**config.mk**
```make
export PLATFORM = sky130hd
export DESIGN_NAME = mac_pipe_flat
export DESIGN_NICKNAME = d
export VERILOG_FILES = /design/src/rtl/mac_pipe_if.sv /design/src/rtl/mac_pipe.sv /design/src/flat_wrapper.sv
export SDC_FILE = /design/constraint.sdc
export NUM_CORES = 1
export LEC_CHECK = 0
export CAP_MARGIN = 20
export CORE_MARGIN = 2
export CORE_UTILIZATION = 55
export DETAILED_ROUTE_END_ITERATION = 12
export DONT_BUFFER_PORTS = 1
export HOLD_SLACK_MARGIN = 0.12
export PLACE_DENSITY = 0.71
export SLEW_MARGIN = 15
export SYNTH_ARGS = -nofsm -noshare
export SYNTH_HDL_FRONTEND = slang
export SYNTH_SLANG_ARGS = --single-unit
```
**constraint.sdc**
```tcl
create_clock -name C -period 17.9 [get_ports C]
set_clock_uncertainty 0.05 [all_clocks]
set_input_delay 5.37 -clock C [delete_from_list [all_inputs] [get_ports C]]
set_output_delay 5.37 -clock C [all_outputs]
set_load 0.1 [all_outputs]
```
**src/rtl/mac_pipe_if.sv**
```systemverilog
// mac_pipe sample/result bus.
// master drives the sample side and receives results; slave is the pipeline.
interface mac_pipe_if #(
  parameter int P = 8,
  parameter int G = 4
);
  localparam int W = 2*P + G;

  logic         IN_VALID;
  logic         MODE;
  logic         ACC_CLR;
  logic [P-1:0] A1;
  logic [P-1:0] B1;
  logic [P-1:0] C1;
  logic         OUT_VALID;
  logic [W-1:0] DATA_OUT;
  logic         OVF;

  modport master (
    output IN_VALID, MODE, ACC_CLR, A1, B1, C1,
    input  OUT_VALID, DATA_OUT, OVF
  );

  modport slave (
    input  IN_VALID, MODE, ACC_CLR, A1, B1, C1,
    output OUT_VALID, DATA_OUT, OVF
  );
endinterface

```
**src/rtl/mac_pipe.sv**
```systemverilog
// mac_pipe: 3-stage multiply-add / multiply-accumulate pipeline.
// Stage 1 registers the sample, stage 2 computes the product and the sum and
// owns the accumulator, stage 3 presents the result. Latency 2 edges after
// sampling, one sample per clock.
// Optional macro MAC_PIPE_SAT_EN: clamp accumulate-mode overflow to the
// W-bit extreme instead of wrapping.
module mac_pipe #(
  parameter int P      = 8,
  parameter int G      = 4,
  parameter int SIGNED = 0
) (
  input  logic       C,
  input  logic       RST_n,
  mac_pipe_if.slave  bus
);
  localparam int W = 2*P + G;

  logic         s1_valid_q, s1_mode_q, s1_clr_q;
  logic [P-1:0] s1_a_q, s1_b_q, s1_c_q;

  logic         s2_valid_q, s2_ovf_q;
  logic [W-1:0] s2_res_q, acc_q;

  logic         out_valid_q, out_ovf_q;
  logic [W-1:0] out_data_q;

  logic [W-1:0] a_x, b_x, c_x, prod_w, base, res_d, acc_d;
  logic [W:0]   sum;
  logic         ovf_d;

  // Stage 1: register the incoming sample unconditionally
  always_ff @(posedge C or negedge RST_n) begin
    if (!RST_n) begin
      s1_valid_q <= 1'b0;
      s1_mode_q  <= 1'b0;
      s1_clr_q   <= 1'b0;
      s1_a_q     <= '0;
      s1_b_q     <= '0;
      s1_c_q     <= '0;
    end else begin
      s1_valid_q <= bus.IN_VALID;
      s1_mode_q  <= bus.MODE;
      s1_clr_q   <= bus.ACC_CLR;
      s1_a_q     <= bus.A1;
      s1_b_q     <= bus.B1;
      s1_c_q     <= bus.C1;
    end
  end

  // Operand extension to the full result width; a W-bit product of extended
  // operands equals the extended 2P-bit product since the product fits 2P bits
  always_comb begin
    if (SIGNED != 0) begin
      a_x = W'($signed(s1_a_q));
      b_x = W'($signed(s1_b_q));
      c_x = W'($signed(s1_c_q));
    end else begin
      a_x = W'(s1_a_q);
      b_x = W'(s1_b_q);
      c_x = W'(s1_c_q);
    end
  end

  assign prod_w = a_x * b_x;
  assign base   = s1_clr_q ? '0 : acc_q;
  assign sum    = {1'b0, base} + {1'b0, prod_w};

  // Stage 2 result, overflow and next accumulator value
  always_comb begin
    res_d = prod_w + c_x;
    ovf_d = 1'b0;
    acc_d = acc_q;
    if (s1_mode_q) begin
      res_d = sum[W-1:0];
      if (SIGNED != 0)
        ovf_d = (base[W-1] == prod_w[W-1]) && (sum[W-1] != base[W-1]);
      else
        ovf_d = sum[W];
`ifdef MAC_PIPE_SAT_EN
      // Signed overflow direction follows the common operand sign
      if (ovf_d) begin
        if (SIGNED == 0)
          res_d = '1;
        else if (base[W-1])
          res_d = {1'b1, {(W-1){1'b0}}};
        else
          res_d = {1'b0, {(W-1){1'b1}}};
      end
`endif
      if (s1_valid_q)
        acc_d = res_d;
    end
  end

  // Stage 2 registers; acc_q updates on the same edge, so the next sample
  // sitting in stage 1 already sees it (back-to-back chaining)
  always_ff @(posedge C or negedge RST_n) begin
    if (!RST_n) begin
      s2_valid_q <= 1'b0;
      s2_res_q   <= '0;
      s2_ovf_q   <= 1'b0;
      acc_q      <= '0;
    end else begin
      s2_valid_q <= s1_valid_q;
      acc_q      <= acc_d;
      if (s1_valid_q) begin
        s2_res_q <= res_d;
        s2_ovf_q <= ovf_d;
      end
    end
  end

  // Stage 3: present results; data and flag hold between valid results
  always_ff @(posedge C or negedge RST_n) begin
    if (!RST_n) begin
      out_valid_q <= 1'b0;
      out_data_q  <= '0;
      out_ovf_q   <= 1'b0;
    end else begin
      out_valid_q <= s2_valid_q;
      if (s2_valid_q) begin
        out_data_q <= s2_res_q;
        out_ovf_q  <= s2_ovf_q;
      end
    end
  end

  assign bus.OUT_VALID = out_valid_q;
  assign bus.DATA_OUT  = out_data_q;
  assign bus.OVF       = out_ovf_q;
endmodule
```
**src/flat_wrapper.sv**
```systemverilog
// flat-port wrapper written by rule: the top's interface ports become plain ports
module mac_pipe_flat 
#(
  parameter int P      = 8,
  parameter int G      = 4,
  parameter int SIGNED = 0
)
  (C, RST_n, bus_IN_VALID, bus_MODE, bus_ACC_CLR, bus_A1, bus_B1, bus_C1, bus_OUT_VALID, bus_DATA_OUT, bus_OVF);
  mac_pipe_if #(.P(P), .G(G)) bus_i ();
  input  logic C;
  input  logic RST_n;
  input wire logic [$bits(bus_i.IN_VALID)-1:0] bus_IN_VALID;
  input wire logic [$bits(bus_i.MODE)-1:0] bus_MODE;
  input wire logic [$bits(bus_i.ACC_CLR)-1:0] bus_ACC_CLR;
  input wire logic [$bits(bus_i.A1)-1:0] bus_A1;
  input wire logic [$bits(bus_i.B1)-1:0] bus_B1;
  input wire logic [$bits(bus_i.C1)-1:0] bus_C1;
  output wire logic [$bits(bus_i.OUT_VALID)-1:0] bus_OUT_VALID;
  output wire logic [$bits(bus_i.DATA_OUT)-1:0] bus_DATA_OUT;
  output wire logic [$bits(bus_i.OVF)-1:0] bus_OVF;
  assign bus_i.IN_VALID = bus_IN_VALID;
  assign bus_i.MODE = bus_MODE;
  assign bus_i.ACC_CLR = bus_ACC_CLR;
  assign bus_i.A1 = bus_A1;
  assign bus_i.B1 = bus_B1;
  assign bus_i.C1 = bus_C1;
  assign bus_OUT_VALID = bus_i.OUT_VALID;
  assign bus_DATA_OUT = bus_i.DATA_OUT;
  assign bus_OVF = bus_i.OVF;
  mac_pipe #(.P(P), .G(G), .SIGNED(SIGNED)) u_core (.C(C), .RST_n(RST_n), .bus(bus_i));
endmodule
```
Word-level counts from Yosys, hierarchy flattened
Index checks and enable logic that the tools add are counted.

Bits in registers: 91. Output and inout port bits: 22. Word-level logic and storage cells: 20.

Add/sub/neg operators: 2. $mul: 1. Mux-type cells: 3. Reduce and logical (&&, ||, !) cells: 1.

Operators by type and width (count): two-way mux 20 bit (2); adder 20 x 20 -> 21 bit (1); adder 20 x 8 -> 20 bit (1); multiplier 8 x 8 -> 16 bit (1); AND reduction 2 bit (1); two-way mux 1 bit (1).

Longest topological paths before layout
Gate-level depths: netlist of the first run.

Depth in word-level cells: 3. Gate-level depth with buffers: 25. Mapped depth without buffers: 24.

Worst setup path before layout of the first run
Ideal clock, no wire load.

Path type: reg-to-output. Start point: reg u_core.out_data_q[0] (netlist: u_core.bus.DATA_OUT[0]). End point: out bus_DATA_OUT[0]. Data arrival time: 0.895 ns. Required time: 12.480 ns. Setup slack: 11.585 ns. Cell stages (with the launch flop): 1. Path through: dfrtp_1.

RTL lines: start: declaration (RTL line mac_pipe.sv:25) `logic [W-1:0] out_data_q;`; start signal: assignment (RTL line mac_pipe.sv:122) `out_data_q <= s2_res_q;`; end: declaration (RTL line flat_wrapper.sv:19) `output wire logic [$bits(bus_i.DATA_OUT)-1:0] bus_DATA_OUT;`.

No word-level cell between the ends.

Worst setup path after layout of the first run
Start point: reg u_core.out_data_q[0] (netlist: u_core.bus.DATA_OUT[0]). End point: out bus_DATA_OUT[0].

No word-level cell between the ends.

==> run metrics, run 1 <==
Sw Pwr 649 µW; Synth cell types 60; CTS Hold Bufs 0; core area 12000 µm²; area of the die 13200 µm²; Tmin final 6.72 ns; post-synth top area share 0.338; DRC 0; slew margin rel. 0.276; first-pass GRT wire length 21900 µm; Tot GR Track Use 0.210; pin count of the biggest net entering global routing 92; Pins Over Slew Limit 0; CTS tree built; clock tree buffer depth 2; synthesized cell area 6740 µm²; via/cell ratio 5.70; final period utilization 0.375; LEAKAGE 3.43 nW; final hold viol count 0; final setup TNS 0 ns; post-CTS sizing 0; io pins 51; dpl cells 801; kind of start point of the critical path flop; Num CTS Buffers 9; reg2reg path depth 22; critical path class flop to primary output; die width 115 µm; layout cell share with drive strength beyond 1 0.0940; Critical Path End bus_DATA_OUT[0]; syn nets 797; worst setup path startpoint u_core.bus.DATA_OUT[0]; final non-filler cell total 817; Primary FF master, synth dfrtp_1; FILL cells 1015; Post-synth top cells dfrtp_1 (91), inv_1 (72), ha_1 (62); vias in the first global route 4692; Min-Delay Path Class flop to flop; top-count cell post-synth dfrtp_1; #FFs+latches synth 91; WL/cell 15.6 µm; HPWL after detailed placement 9750 µm; status complete, no violations; CP max FO 2; sequential power share 0.322; Post-DP Area 6860 µm²; Max Fclk 149 MHz; FF-to-FF Start u_core.s1_a_q[1]; CTS sink count 91; Cells after Synth 668; Max-Cap Viols 0; drt total wl 12800 µm; mean area per synthesized cell 10.1 µm²; switching portion of total power 0.489; die height 115 µm; number of antenna violations at the first check in global routing 0; Req. time, crit path 12.48 ns; vias post-DR 4656; Clock transition at path regs 0.08 ns; CTS root buffer clkbuf_16; synth-to-layout area growth 6.48%; Final Cell Area 7180 µm²; Clock Latency Late Sink 0.35 ns; Peak VDD IR 0.0000980 V; grt ovf 0; FF-to-FF End u_core.acc_q[19]; clock share of power 0.150; Yosys top cell by area dfrtp_1; Hold Slack 0.431 ns; unrepaired setup endpoints after global routing no; sequential area share after synthesis 0.338; htree depth 3; cell internal pwr 678 µW; Slew @ Worst Pin 1.07 ns; Finish-stage setup viols 0; port bufs 0; crit end category primary output; Final Total Pwr 1.33 mW; # rows 40; Starting Density 0.563; Post-synth ARST share 1.00; ranking of synthesized cells by area dfrtp_1 (34%), ha_1 (12%), fa_1 (11%), mux2_2 (5.3%), and2_1 (5.2%); placer congestion estimate 0.870; WP depth 0; Yosys warning total 0; worst reg-to-reg setup slack 11.49 ns; number of enable flip-flop cells after synthesis 0; Detail Route Antenna Nets 0; drt first pass iters 4; WP data arrival 1.30 ns; Detailed Route Iter0 Violations 176; ant diodes 0; part of the power in combinational logic 0.528; Final #Nets 794; Setup Buffers After CTS 0; PD cells 185 nW/µm²
layout make-up:
class | instances | area, µm² | area share
Clock buffer | 9 | 225 | 0.0314
Clock inverter | 7 | 90.1 | 0.0126
Inverter | 72 | 270 | 0.0377
Multi-Input combinational cell | 489 | 4110 | 0.573
Sequential cell | 91 | 2280 | 0.317
Tap cell | 147 | 184 | 0.0256
Timing Repair Buffer | 2 | 15.0 | 0.00209
worst min path at each step:
stage                 startpoint           endpoint  slack (ns)  cells after the start
6_report        u_core.acc_q[14]   u_core.acc_q[14]        0.43                      2
5_1_grt         u_core.acc_q[14]   u_core.acc_q[14]        0.44                      2
4_1_cts         u_core.acc_q[14]   u_core.acc_q[14]        0.43                      2
3_5_place_dp    u_core.acc_q[15]   u_core.acc_q[15]        0.41                      2
3_3_place_gp     u_core.acc_q[9]    u_core.acc_q[9]        0.41                      2
2_1_floorplan  u_core.s1_valid_q  u_core.s2_valid_q        0.33                      0
layout by cell type, fill, tap and decap left out, drive strengths merged, types with 7 or more instances in the layout:
cell    count
dfrtp      91
inv        76
ha         62
and2       56
nand2      45
a21oi      40
fa         38
o21ai      33
mux2       32
nor2       31
nor2b      21
xnor2      20
xor2       16
a21o       12
nand3      10
clkbuf      9
o211ai      8
a211oi      8
nor3        7
flip-flops by register name (all words and copies together), names as in the netlist:
signal,count
u_core.bus.OUT_VALID,1
u_core.s2_valid_q,1
u_core.s2_res_q,20
u_core.bus.OVF,1
u_core.s1_a_q,8
u_core.s1_clr_q,1
u_core.s1_mode_q,1
u_core.bus.DATA_OUT,20
u_core.acc_q,20
u_core.s1_valid_q,1
u_core.s1_b_q,8
u_core.s2_ovf_q,1
u_core.s1_c_q,8
cells by family (layout without fill, tap and decap cells):
logic type	Yosys count	in the layout	share of synthesized area
AO/OA/AOI/OAI	131	131	0.128
XOR/XNOR	36	36	0.0479
adder cells (fa/ha/maj)	100	100	0.228
buffers and inverters	88	90	0.0520
flip-flops	91	91	0.338
multiplexers	36	36	0.0594
AND/OR/NAND/NOR	186	186	0.147
per-stage QoR:
stage	worst slack, ns	utilization
after floorplan	11.59	-
after global placement	11.58	0.573
after detailed placement	11.51	0.573
after CTS	11.17	0.600
after global routing	11.06	0.600
final	11.18	0.600
power groups by stage:
stage	Clock, mW	Sequential [mW]	Combinational [mW]
final	0.200	0.427	0.701
after global routing	0.211	0.434	0.796
after CTS	0.204	0.428	0.704
after detailed placement	0	0.431	0.699
after global placement	0	0.428	0.679
after floorplan	0	0.417	0.590
metal layers:
metal	part of all wire	GRT usage
met5	0	0
met4	0.019	0.0747
met3	0.038	0.0328
met2	0.49	0.350
met1	0.46	0.280
Note: power is estimated with default switching activity, not from simulation.
==> inputs of run 2 (changes only) <==
--- a/config.mk
+++ b/config.mk
@@ -11,7 +11,7 @@
 export DETAILED_ROUTE_END_ITERATION = 12
 export DONT_BUFFER_PORTS = 1
 export HOLD_SLACK_MARGIN = 0.12
-export PLACE_DENSITY = 0.71
+export PLACE_DENSITY = 0.74
 export SLEW_MARGIN = 15
 export SYNTH_ARGS = -nofsm -noshare
 export SYNTH_HDL_FRONTEND = slang
==> constraint.sdc (replaced) <==
create_clock -name C -period 5.8 [get_ports C]
set_clock_uncertainty 0.05 [all_clocks]
set_input_delay 1.74 -clock C [delete_from_list [all_inputs] [get_ports C]]
set_output_delay 1.74 -clock C [all_outputs]
set_load 0.1 [all_outputs]
==> run 2 against run 1 <==
Net effect:
- sequential power rose to 3.1 times the previous value
- wire length up 15%
- first-iteration DRC count up 8.5%
- critical path type is now flop to flop
- register-to-register slack worse by 11 ns
- non-clock buffer count up 75
- critical endpoint is now u_core.acc_q[19]
==> run metrics, run 2 (synthesis results as in run 1) <==
Max-Cap Viols 0; core area 12000 µm²; commonest non-fill, non-tap cell in the layout dfrtp_1; Tmin final 5.75 ns; Final Total Pwr 4.97 mW; die height 115 µm; Clock Latency Late Sink 0.35 ns; Clock transition at path regs 0.07 ns; Placement Setup Slack -0.172 ns; final hold viol count 0; area of the die 13200 µm²; commonest cells after routing, fill and taps aside dfrtp_1 (82), buf_4 (74), inv_1 (65), ha_1 (51), and2_1 (43); Tot GR Track Use 0.232; Detail Route Antenna Nets 0; grt ovf 0; critical path, cell by cell and2_1 > fa_1 > fa_1 > fa_1 > inv_2 > fa_1 > inv_2 > ha_4 > o21ai_2 > a22oi_2 > nand2_2 > o211ai_1 > mux2i_1 > nand2_2 > ha_4 > nand4_1 > nor2_1 > a211oi_2 > o31ai_4 > a21oi_2 > mux2_4 > nand3_2; clock share of power 0.112; CTS sink count 91; clock tree buffer depth 2; port bufs 0; FF-to-FF End u_core.acc_q[19]; via/cell ratio 5.61; Starting Density 0.563; Detailed Route Iter0 Violations 191; vias in the first global route 5128; pin count of the biggest net entering global routing 92; worst stage delay on the critical path 0.54 ns; unrepaired setup endpoints after global routing yes; reg2reg path depth 22; worst setup path startpoint u_core.s1_b_q[3]; Sw Pwr 2.33 mW; status complete, no violations; CP max FO 7; PD cells 615 nW/µm²; ant diodes 0; # rows 40; CTS tree built; die width 115 µm; LEAKAGE 3.84 nW; final period utilization 0.992; Min-Delay Endpoint u_core.acc_q[11]; worst path bufs/invs 2; CP max stage cell fa_1; slew margin rel. 0.384; first-pass GRT wire length 24100 µm; worst reg-to-reg setup slack 0.05 ns; synth-to-layout area growth 19.9%; WP data arrival 6.00 ns; htree depth 3; Num CTS Buffers 9; drt first pass iters 4; PnR worst setup slack 0.0465 ns; switching portion of total power 0.470; Req. time, crit path 6.04 ns; crit end category flop; DRC 0; FF-to-FF Start u_core.s1_b_q[3]; HPWL after detailed placement 10600 µm; cell internal pwr 2.64 mW; WL/cell 16.5 µm; Finish-stage setup viols 0; CTS root buffer clkbuf_16; kind of start point of the critical path flop; Final #Nets 869; number of antenna violations at the first check in global routing 0; Hold Startpoint u_core.acc_q[11]; Slew @ Worst Pin 0.923 ns; Worst path top cell family by delay adder cells; part of the power in combinational logic 0.623; Pins Over Slew Limit 0; sequential power share 0.265; hold path cells 2; Min-Delay Path Class flop to flop; most repeated library cell on the critical path fa_1; Peak VDD IR 0.000296 V; placer congestion estimate 0.865; vias post-DR 5001; Max Fclk 174 MHz; critical path class flop to flop; layout cell share with drive strength beyond 1 0.283; drt total wl 14700 µm; io pins 51
[run 2: through the flow]
| stage | cell area [µm²] | cells | hold slack (ns) | util | setup TNS [ns] |
|---|---|---|---|---|---|
| after global placement | 7270 | 854 | 0.406 | 0.608 | -0.335 |
| final | 8080 | 892 | 0.432 | 0.676 | 0 |
| after floorplan | 6760 | 668 | 0.325 | - | 0 |
| after detailed placement | 7270 | 854 | 0.408 | 0.608 | -0.922 |
| after global routing | 8080 | 892 | 0.456 | 0.676 | -0.651 |
| after CTS | 7700 | 876 | 0.432 | 0.643 | -0.0136 |
[run 2: cell type report]
class,instances,area (µm²)
repair buffers,77,589
flip-flops and latches,91,2290
multi-input cells,489,4470
well taps,147,184
fillers,866,3880
clock buffers,10,229
inverters,72,270
clock inverters,6,47.5
[run 2: metal layers]
layer / wire length [µm] / global-route usage / vias up
met5: 0 / 0 / -
met3: 439 / 0.0323 / 33
met1: 6620 / 0.305 / 2453
met4: 463 / 0.100 / 0
met2: 7220 / 0.385 / 108
li1: - / - / 2407
[run 2: worst max path at each step]
stage,end,cells past startpoint,slack [ns]
6_report,u_core.acc_q[19],22,0.05
5_1_grt,u_core.acc_q[19],22,-0.16
3_5_place_dp,u_core.acc_q[19],22,-0.17
2_1_floorplan,u_core.s2_res_q[17],20,0.006
4_1_cts,u_core.s2_res_q[17],20,-0.01
3_3_place_gp,u_core.acc_q[19],22,-0.11
[run 2: power by group through the flow]
stage                     logic [mW]  registers, mW  clock network [mW]
final                           3.10           1.32               0.555
after CTS                       2.71           1.32               0.567
after global routing            3.42           1.34               0.592
after detailed placement        2.60           1.33                   0
after global placement          2.53           1.32                   0
after floorplan                 1.84           1.29                   0
[run 2: timing repair]
item / in CTS / in global routing
setup endpoints to repair: 11 / 20
hold buffers: 0 / 0
setup buffers: 6 / 17
pin swaps: 8 / 59
resized for setup: 23 / 70
[run 2: worst reg2reg max path: stages (launching register included)]
cell      delay [ns]
dfrtp_2         0.46
and2_1          0.19
fa_1            0.54
fa_1            0.44
fa_1            0.53
inv_2           0.04
fa_1            0.49
inv_2           0.05
ha_4            0.29
o21ai_2         0.07
a22oi_2         0.23
nand2_2         0.10
o211ai_1        0.26
mux2i_1         0.32
nand2_2         0.19
ha_4            0.30
nand4_1         0.15
nor2_1          0.08
a211oi_2        0.22
o31ai_4         0.13
a21oi_2         0.18
mux2_4          0.33
nand3_2         0.06
